**config.mk**
```make
export PLATFORM = sky130hd
export DESIGN_NAME = memory_cycle_sequencer
export DESIGN_NICKNAME = d
export VERILOG_FILES = /design/src/rtl/memory_cycle_sequencer.sv
export SDC_FILE = /design/constraint.sdc
export NUM_CORES = 1
export LEC_CHECK = 0
export ABC_AREA = 1
export CAP_MARGIN = 20
export CORE_MARGIN = 2
export CORE_UTILIZATION = 49
export DETAILED_ROUTE_END_ITERATION = 16
export HOLD_SLACK_MARGIN = 0.03
export PLACE_DENSITY = 0.82
export SLEW_MARGIN = 20
export SYNTH_ARGS = -nofsm -noshare
export SYNTH_HDL_FRONTEND = slang
export SYNTH_SLANG_ARGS = --single-unit
export TNS_END_PERCENT = 50
```
**constraint.sdc**
```tcl
create_clock -name clk -period 2 [get_ports clk]
set_input_delay 0.4 -clock clk [delete_from_list [all_inputs] [get_ports clk]]
set_output_delay 0.4 -clock clk [all_outputs]
set_load 0.1 [all_outputs]
```
**src/rtl/memory_cycle_sequencer.sv**
```systemverilog
// ---------------------------------------------------------------------------
// memory_cycle_sequencer
//
// Purpose:
//   Runs one memory read or write cycle through the buffer registers
//   (buffer_register_12 / buffer_register_3).
//   A read cycle goes CLEAR -> SENSE -> XFER -> REGEN -> DONE.
//   A write cycle skips SENSE.
//   The single buffer-register path is shared between two requesters, the
//   CPU and the PIO. When both ask in the same cycle, they are served
//   round-robin.
//
// Parameters:
//   CLR_CYC    cycles spent in CLEAR (cbrn held low), 1..15
//   SENSE_DLY  wait cycles in SENSE before the sense strobe, 1..15
//   REGEN_CYC  cycles spent in REGEN (module select held), 1..15
//
// Ports:
//   clk      system clock
//   rst      synchronous active-high reset
//   cpureq   CPU request, held until cpuack
//   cpuwr    CPU cycle type (1 = write), sampled at grant
//   cpumod   CPU memory module number, sampled at grant
//   pioreq   PIO request, held until pioack
//   piowr    PIO cycle type (1 = write), sampled at grant
//   piomod   PIO memory module number, sampled at grant
//   cpuack   one-cycle grant pulse to the CPU
//   pioack   one-cycle grant pulse to the PIO
//   cbrn     clear buffer register, active low
//   sbrx     sense strobe, buffer_register_3 path
//   sbry     sense strobe, syllable 1
//   sbrz     sense strobe, syllable 2
//   tr       transfer strobes TR1..TR14 (bit 0 = TR1)
//   msel     one-hot memory module select
//   busy     high whenever the sequencer is not idle
//   done     one-cycle completion pulse
//   owner    current or most recent owner (0 = CPU, 1 = PIO)
// ---------------------------------------------------------------------------
module memory_cycle_sequencer #(
    parameter int CLR_CYC   = 2,
    parameter int SENSE_DLY = 3,
    parameter int REGEN_CYC = 4
) (
    input  logic        clk,
    input  logic        rst,
    input  logic        cpureq,
    input  logic        cpuwr,
    input  logic [2:0]  cpumod,
    input  logic        pioreq,
    input  logic        piowr,
    input  logic [2:0]  piomod,
    output logic        cpuack,
    output logic        pioack,
    output logic        cbrn,
    output logic        sbrx,
    output logic        sbry,
    output logic        sbrz,
    output logic [13:0] tr,
    output logic [7:0]  msel,
    output logic        busy,
    output logic        done,
    output logic        owner
);

    typedef enum logic [2:0] {
        S_IDLE,
        S_CLEAR,
        S_SENSE,
        S_XFER,
        S_REGEN,
        S_DONE
    } state_t;

    // The phase counter is loaded with (length - 1) on state entry.
    // The state ends in the cycle where the counter reads zero.
    localparam logic [3:0] CLR_LOAD   = 4'(CLR_CYC - 1);
    localparam logic [3:0] SENSE_LOAD = 4'(SENSE_DLY);
    localparam logic [3:0] REGEN_LOAD = 4'(REGEN_CYC - 1);

    state_t      state, state_n;
    logic [3:0]  cnt, cnt_n;
    logic        wr_q, wr_n;
    logic [2:0]  mod_q, mod_n;
    logic        owner_n;
    logic        last_served, last_n;
    logic        grant_cpu, grant_pio;

    logic        cpuack_n, pioack_n, cbrn_n, sbr_n, busy_n, done_n;
    logic [13:0] tr_n;
    logic [7:0]  msel_n;

    // Next-state logic.
    // Arbitration happens only in IDLE. When both requesters ask, the
    // grant goes to the one that was not served last, so a requester that
    // holds its request high alternates with the other one.
    always_comb begin
        state_n   = state;
        cnt_n     = cnt;
        wr_n      = wr_q;
        mod_n     = mod_q;
        owner_n   = owner;
        last_n    = last_served;
        grant_cpu = 1'b0;
        grant_pio = 1'b0;

        case (state)
            S_IDLE: begin
                if (cpureq && (!pioreq || last_served)) begin
                    grant_cpu = 1'b1;
                end else if (pioreq) begin
                    grant_pio = 1'b1;
                end
                if (grant_cpu || grant_pio) begin
                    state_n = S_CLEAR;
                    cnt_n   = CLR_LOAD;
                    wr_n    = grant_cpu ? cpuwr  : piowr;
                    mod_n   = grant_cpu ? cpumod : piomod;
                    owner_n = grant_pio;
                    last_n  = grant_pio;
                end
            end
            S_CLEAR: begin
                if (cnt == 4'd0) begin
                    if (wr_q) begin
                        state_n = S_XFER;
                        cnt_n   = 4'd0;
                    end else begin
                        state_n = S_SENSE;
                        cnt_n   = SENSE_LOAD;
                    end
                end else begin
                    cnt_n = cnt - 4'd1;
                end
            end
            S_SENSE: begin
                if (cnt == 4'd0) begin
                    state_n = S_XFER;
                    cnt_n   = 4'd0;
                end else begin
                    cnt_n = cnt - 4'd1;
                end
            end
            S_XFER: begin
                state_n = S_REGEN;
                cnt_n   = REGEN_LOAD;
            end
            S_REGEN: begin
                if (cnt == 4'd0) begin
                    state_n = S_DONE;
                    cnt_n   = 4'd0;
                end else begin
                    cnt_n = cnt - 4'd1;
                end
            end
            S_DONE: begin
                state_n = S_IDLE;
                cnt_n   = 4'd0;
            end
            default: begin
                state_n = S_IDLE;
                cnt_n   = 4'd0;
            end
        endcase
    end

    // Output values for the next cycle, decoded from the next state.
    // Registering these values keeps every output glitch-free and aligned
    // with the state it describes.
    always_comb begin
        cpuack_n = grant_cpu;
        pioack_n = grant_pio;
        cbrn_n   = (state_n != S_CLEAR);
        sbr_n    = (state_n == S_SENSE) && (cnt_n == 4'd0);
        tr_n     = (state_n == S_XFER) ? 14'h3FFF : 14'h0000;
        busy_n   = (state_n != S_IDLE);
        done_n   = (state_n == S_DONE);
        msel_n   = 8'h00;
        if ((state_n == S_CLEAR) || (state_n == S_SENSE) ||
            (state_n == S_XFER)  || (state_n == S_REGEN)) begin
            msel_n = 8'h01 << mod_n;
        end
    end

    // State, latched request fields and the registered outputs.
    // Reset leaves last_served at PIO, so the first contest after reset
    // is won by the CPU.
    always_ff @(posedge clk) begin
        if (rst) begin
            state       <= S_IDLE;
            cnt         <= 4'd0;
            wr_q        <= 1'b0;
            mod_q       <= 3'd0;
            owner       <= 1'b0;
            last_served <= 1'b1;
            cpuack      <= 1'b0;
            pioack      <= 1'b0;
            cbrn        <= 1'b1;
            sbrx        <= 1'b0;
            sbry        <= 1'b0;
            sbrz        <= 1'b0;
            tr          <= 14'h0000;
            msel        <= 8'h00;
            busy        <= 1'b0;
            done        <= 1'b0;
        end else begin
            state       <= state_n;
            cnt         <= cnt_n;
            wr_q        <= wr_n;
            mod_q       <= mod_n;
            owner       <= owner_n;
            last_served <= last_n;
            cpuack      <= cpuack_n;
            pioack      <= pioack_n;
            cbrn        <= cbrn_n;
            sbrx        <= sbr_n;
            sbry        <= sbr_n;
            sbrz        <= sbr_n;
            tr          <= tr_n;
            msel        <= msel_n;
            busy        <= busy_n;
            done        <= done_n;
        end
    end

endmodule

```
==> qor.log <==
[sta] total negative slack for setup checks 0 ns
[final_layout] share of cells above drive strength 1 28.4%
[die] Die Y-Extent 56.9 um
[synth] adder-cell share of the synthesized area 0.913%
[run] number of max-capacitance violations reported 0
[detailed_routing] number of remaining DRC errors 0
[critical_path] critical path start-end classification reg -> reg
[detailed_routing] ANT nets after route 0
[sta] post-route minimum period 1.66 ns
[detailed_routing] iteration-0 DRC count of the detailed router 18
[detailed_routing] total number of vias 1203
[cts] buffers inserted during post-CTS setup optimization 0
[global_route] initial antenna violation count 0
[synth] average instance area after synthesis 7.49 um^2
[critical_path] data required time at the worst endpoint 2.23 ns
[worst_hold_path] startpoint of the worst hold path owner$_SDFFE_PP0P_
[synth] Post-Synth Simple-Gate Area 34.4%
[global_route] first-pass GRT wire length 4.37 mm
[cts] maximum number of buffers from clock root to sink 2
[final_layout] number of antenna diodes 0
[critical_path] slowest stage cell, crit path sky130_fd_sc_hd__dfxtp_1
[sta] Least-Margin Pin Slew 0.384 ns
[cts] H-tree depth reported by CTS 1
[critical_path] crit path from cnt[0]$_SDFF_PP0_
[critical_path] kind of cell adding the most delay to the critical path simple AND/OR/NAND/NOR gates
[cts] Skew-Pair Late Insertion Delay 0.32 ns
[critical_path] delay of the slowest cell on the worst path 0.45 ns
[sta] headroom to the max-slew limit 74.6%
[sta] Fin. Hold Viols 0
[synth] largest family of logic cells by synthesized area simple AND/OR/NAND/NOR gates
[die] core region area 2710 um^2
[cts] hold bufs inserted after CTS 0
[critical_path] Bufs and invs on worst path 1
[sta] maximum clock frequency 601 MHz
[placement] half-perimeter wire length after placement 2.13 mm
[synth] flip-flop and latch count after synthesis 28
[cts] clock tree from TritonCTS done
[critical_path] critical path peak fanout 6
[critical_path] worst r2r src cnt[0]$_SDFF_PP0_
[synth] Compound-Gate Fraction of Synth Area 8.68%
[critical_path] data arrival at the endpoint of the critical path 1.90 ns
[sta] final cycle utilization of the critical path 83.2%
[final_layout] area added between synthesis and finish 36.8%
[cts] post_cts resized 0
[die] Top Ports 43
[synth] sequential-to-total area share from yosys stat 40.9%
[final_layout] footprint of the multi-input gates 603 um^2
[synth] fraction of synthesized cell area in xor and xnor cells 0%
[final_layout] sequential cell area in the final layout 561 um^2
[placement] count of port buffers added during placement 42
[die] std cell rows 19
[cts] total clock buffers created by CTS 3
[detailed_routing] mean routed wirelength per cell 10.8 um
[die] Die Width 56.9 um
[critical_path] sequence of cells on the critical path inv_1, ha_1, nand2_1, nand2_1, nand2_2, nand3_2, nand2_2, nand2_4, nand3_2, nor2_1
[synth] Ys Warns 0
[sta] RSZ-0062 raised after global routing false
[detailed_routing] first-pass detailed-route iteration total 4
[global_route] number of global-route vias before repair 1063
[worst_hold_path] min-delay worst type reg -> reg
[sta] Final Max Slew Viols 0
[synth] post-synthesis mux area share 0%
[cts] sinks on the clock net 28
[global_route] largest net degree at the start of global routing 17
[sta] Max Clock Skew 0.00189 ns
[critical_path] category of the worst setup path launch point flip-flop
[synth] Cells after Synth 183
[detailed_routing] overall routed net length 2.67 mm
[final_layout] count of filler cells inserted in the layout 225
[die] initial core utilization 50.6%
[synth] count of different cell masters after synthesis 24
[final_layout] nets 229
[global_route] Total Routing Usage GR 17.1%
[cts] clock input transition at the sequential cells of the worst setup and hold paths 0.15 ns
[placement] routability cong. 0.876
[critical_path] critical path capture point type flip-flop
[detailed_routing] per-cell via count in the routed design 4.89
[synth] cell area after synthesis 1370 um^2
[sta] Worst Hold Slack 0.487 ns
[cts] cell at the root of the clock tree sky130_fd_sc_hd__clkbuf_4
[global_route] Congestion Overflow GR 0
[outcome] outcome finished clean
[synth] number of nets in the synthesized netlist 196
[die] DIE AREA 3230 um^2
[sta] count of endpoints failing setup in the final report 0
[per-stage QoR]
stage	instance area (um^2)	worst slack, ns	std cells	utilization [%]
6_report	1870	0.335	246	69.2
4_1_cts	1870	0.352	246	69.2
3_3_place_gp	1820	0.126	242	67.2
2_1_floorplan	1370	0.0282	183	-
5_1_grt	1870	0.203	246	69.2
3_5_place_dp	1820	0.0589	242	67.2
[cell families (layout without fill, tap and decap cells)]
| kind of cell | Yosys count | in the layout |
|---|---|---|
| buf+inv | 38 | 70 |
| fa+ha+maj | 1 | 1 |
| simple gates | 98 | 98 |
| flops | 28 | 28 |
| compound gates | 18 | 18 |
[metal layers]
layer | wire, um | vias to the layer above | track usage (%)
met3 | 196 | 2 | 3.23
met1 | 1140 | 534 | 20.7
met2 | 1310 | 51 | 29.9
li1 | - | 616 | -
met4 | 20 | 0 | 6.64
met5 | 0 | - | 0
[cells in the mapped netlist]
master / n / area share, %
sky130_fd_sc_hd__a21oi_1: 6 / 2.2
sky130_fd_sc_hd__nand3_1: 13 / 4.7
sky130_fd_sc_hd__o211ai_1: 1 / 0.55
sky130_fd_sc_hd__nor2_2: 2 / 0.91
sky130_fd_sc_hd__nand2_1: 40 / 11
sky130_fd_sc_hd__o21ai_2: 2 / 1.3
sky130_fd_sc_hd__nand4_1: 1 / 0.46
sky130_fd_sc_hd__nor2_4: 1 / 0.82
sky130_fd_sc_hd__o21ai_4: 1 / 1.2
sky130_fd_sc_hd__nand3_2: 3 / 2.2
sky130_fd_sc_hd__nand2_2: 6 / 2.7
sky130_fd_sc_hd__inv_1: 19 / 5.2
sky130_fd_sc_hd__nor2_1: 26 / 7.1
sky130_fd_sc_hd__nor3_1: 1 / 0.36
sky130_fd_sc_hd__ha_1: 1 / 0.91
sky130_fd_sc_hd__o21ai_0: 6 / 2.2
sky130_fd_sc_hd__nand2_4: 5 / 4.1
sky130_fd_sc_hd__buf_4: 15 / 8.2
sky130_fd_sc_hd__a31oi_1: 1 / 0.46
sky130_fd_sc_hd__clkbuf_1: 1 / 0.27
sky130_fd_sc_hd__inv_2: 2 / 0.55
sky130_fd_sc_hd__o21bai_2: 1 / 0.82
sky130_fd_sc_hd__buf_6: 1 / 0.82
sky130_fd_sc_hd__dfxtp_1: 28 / 41
[cell usage in the layout (no fill, tap or decap), drive strengths merged, types with 3 or more instances in the layout]
cell,instances
nand3,16
o21ai,9
a21oi,6
nor2,29
clkdlybuf4s50,11
inv,21
nand2,51
dfxtp,28
clkbuf,3
buf,34
[worst reg2reg max path, stage by stage, from the launching register on]
cell and delay (ns):
sky130_fd_sc_hd__dfxtp_1 0.45, sky130_fd_sc_hd__inv_1 0.09, sky130_fd_sc_hd__ha_1 0.26, sky130_fd_sc_hd__nand2_1 0.15, sky130_fd_sc_hd__nand2_1 0.11, sky130_fd_sc_hd__nand2_2 0.10, sky130_fd_sc_hd__nand3_2 0.11, sky130_fd_sc_hd__nand2_2 0.11
sky130_fd_sc_hd__nand2_4 0.06, sky130_fd_sc_hd__nand3_2 0.10, sky130_fd_sc_hd__nor2_1 0.05
[layout make-up]
cell class | instances | area share [%]
Clock buffer | 3 | 1.20
Sequential cell | 28 | 29.9
Inverter | 21 | 4.21
Clock inverter | 1 | 1.60
Timing Repair Buffer | 45 | 28.8
Multi-Input combinational cell | 117 | 32.2
Tap cell | 31 | 2.07
[worst paths after layout]
check	slack (ns)	to	cells past startpoint
worst max-delay path	0.34	msel[0]$_SDFF_PP0_	10
worst min-delay path	0.49	owner$_SDFFE_PP0P_	2
worst max register to register	0.34	msel[0]$_SDFF_PP0_	10
worst min register to register	0.49	owner$_SDFFE_PP0P_	2
[registers in the layout, summed over array words and instances, names as in the netlist, 3 cells and up]
signal / flops
msel: 8
cnt: 4
mod_q: 3
state: 3
Power is left out: the tool's default activity adds up to more than one toggle a clock period on the data nets, which glitch-free logic cannot reach.
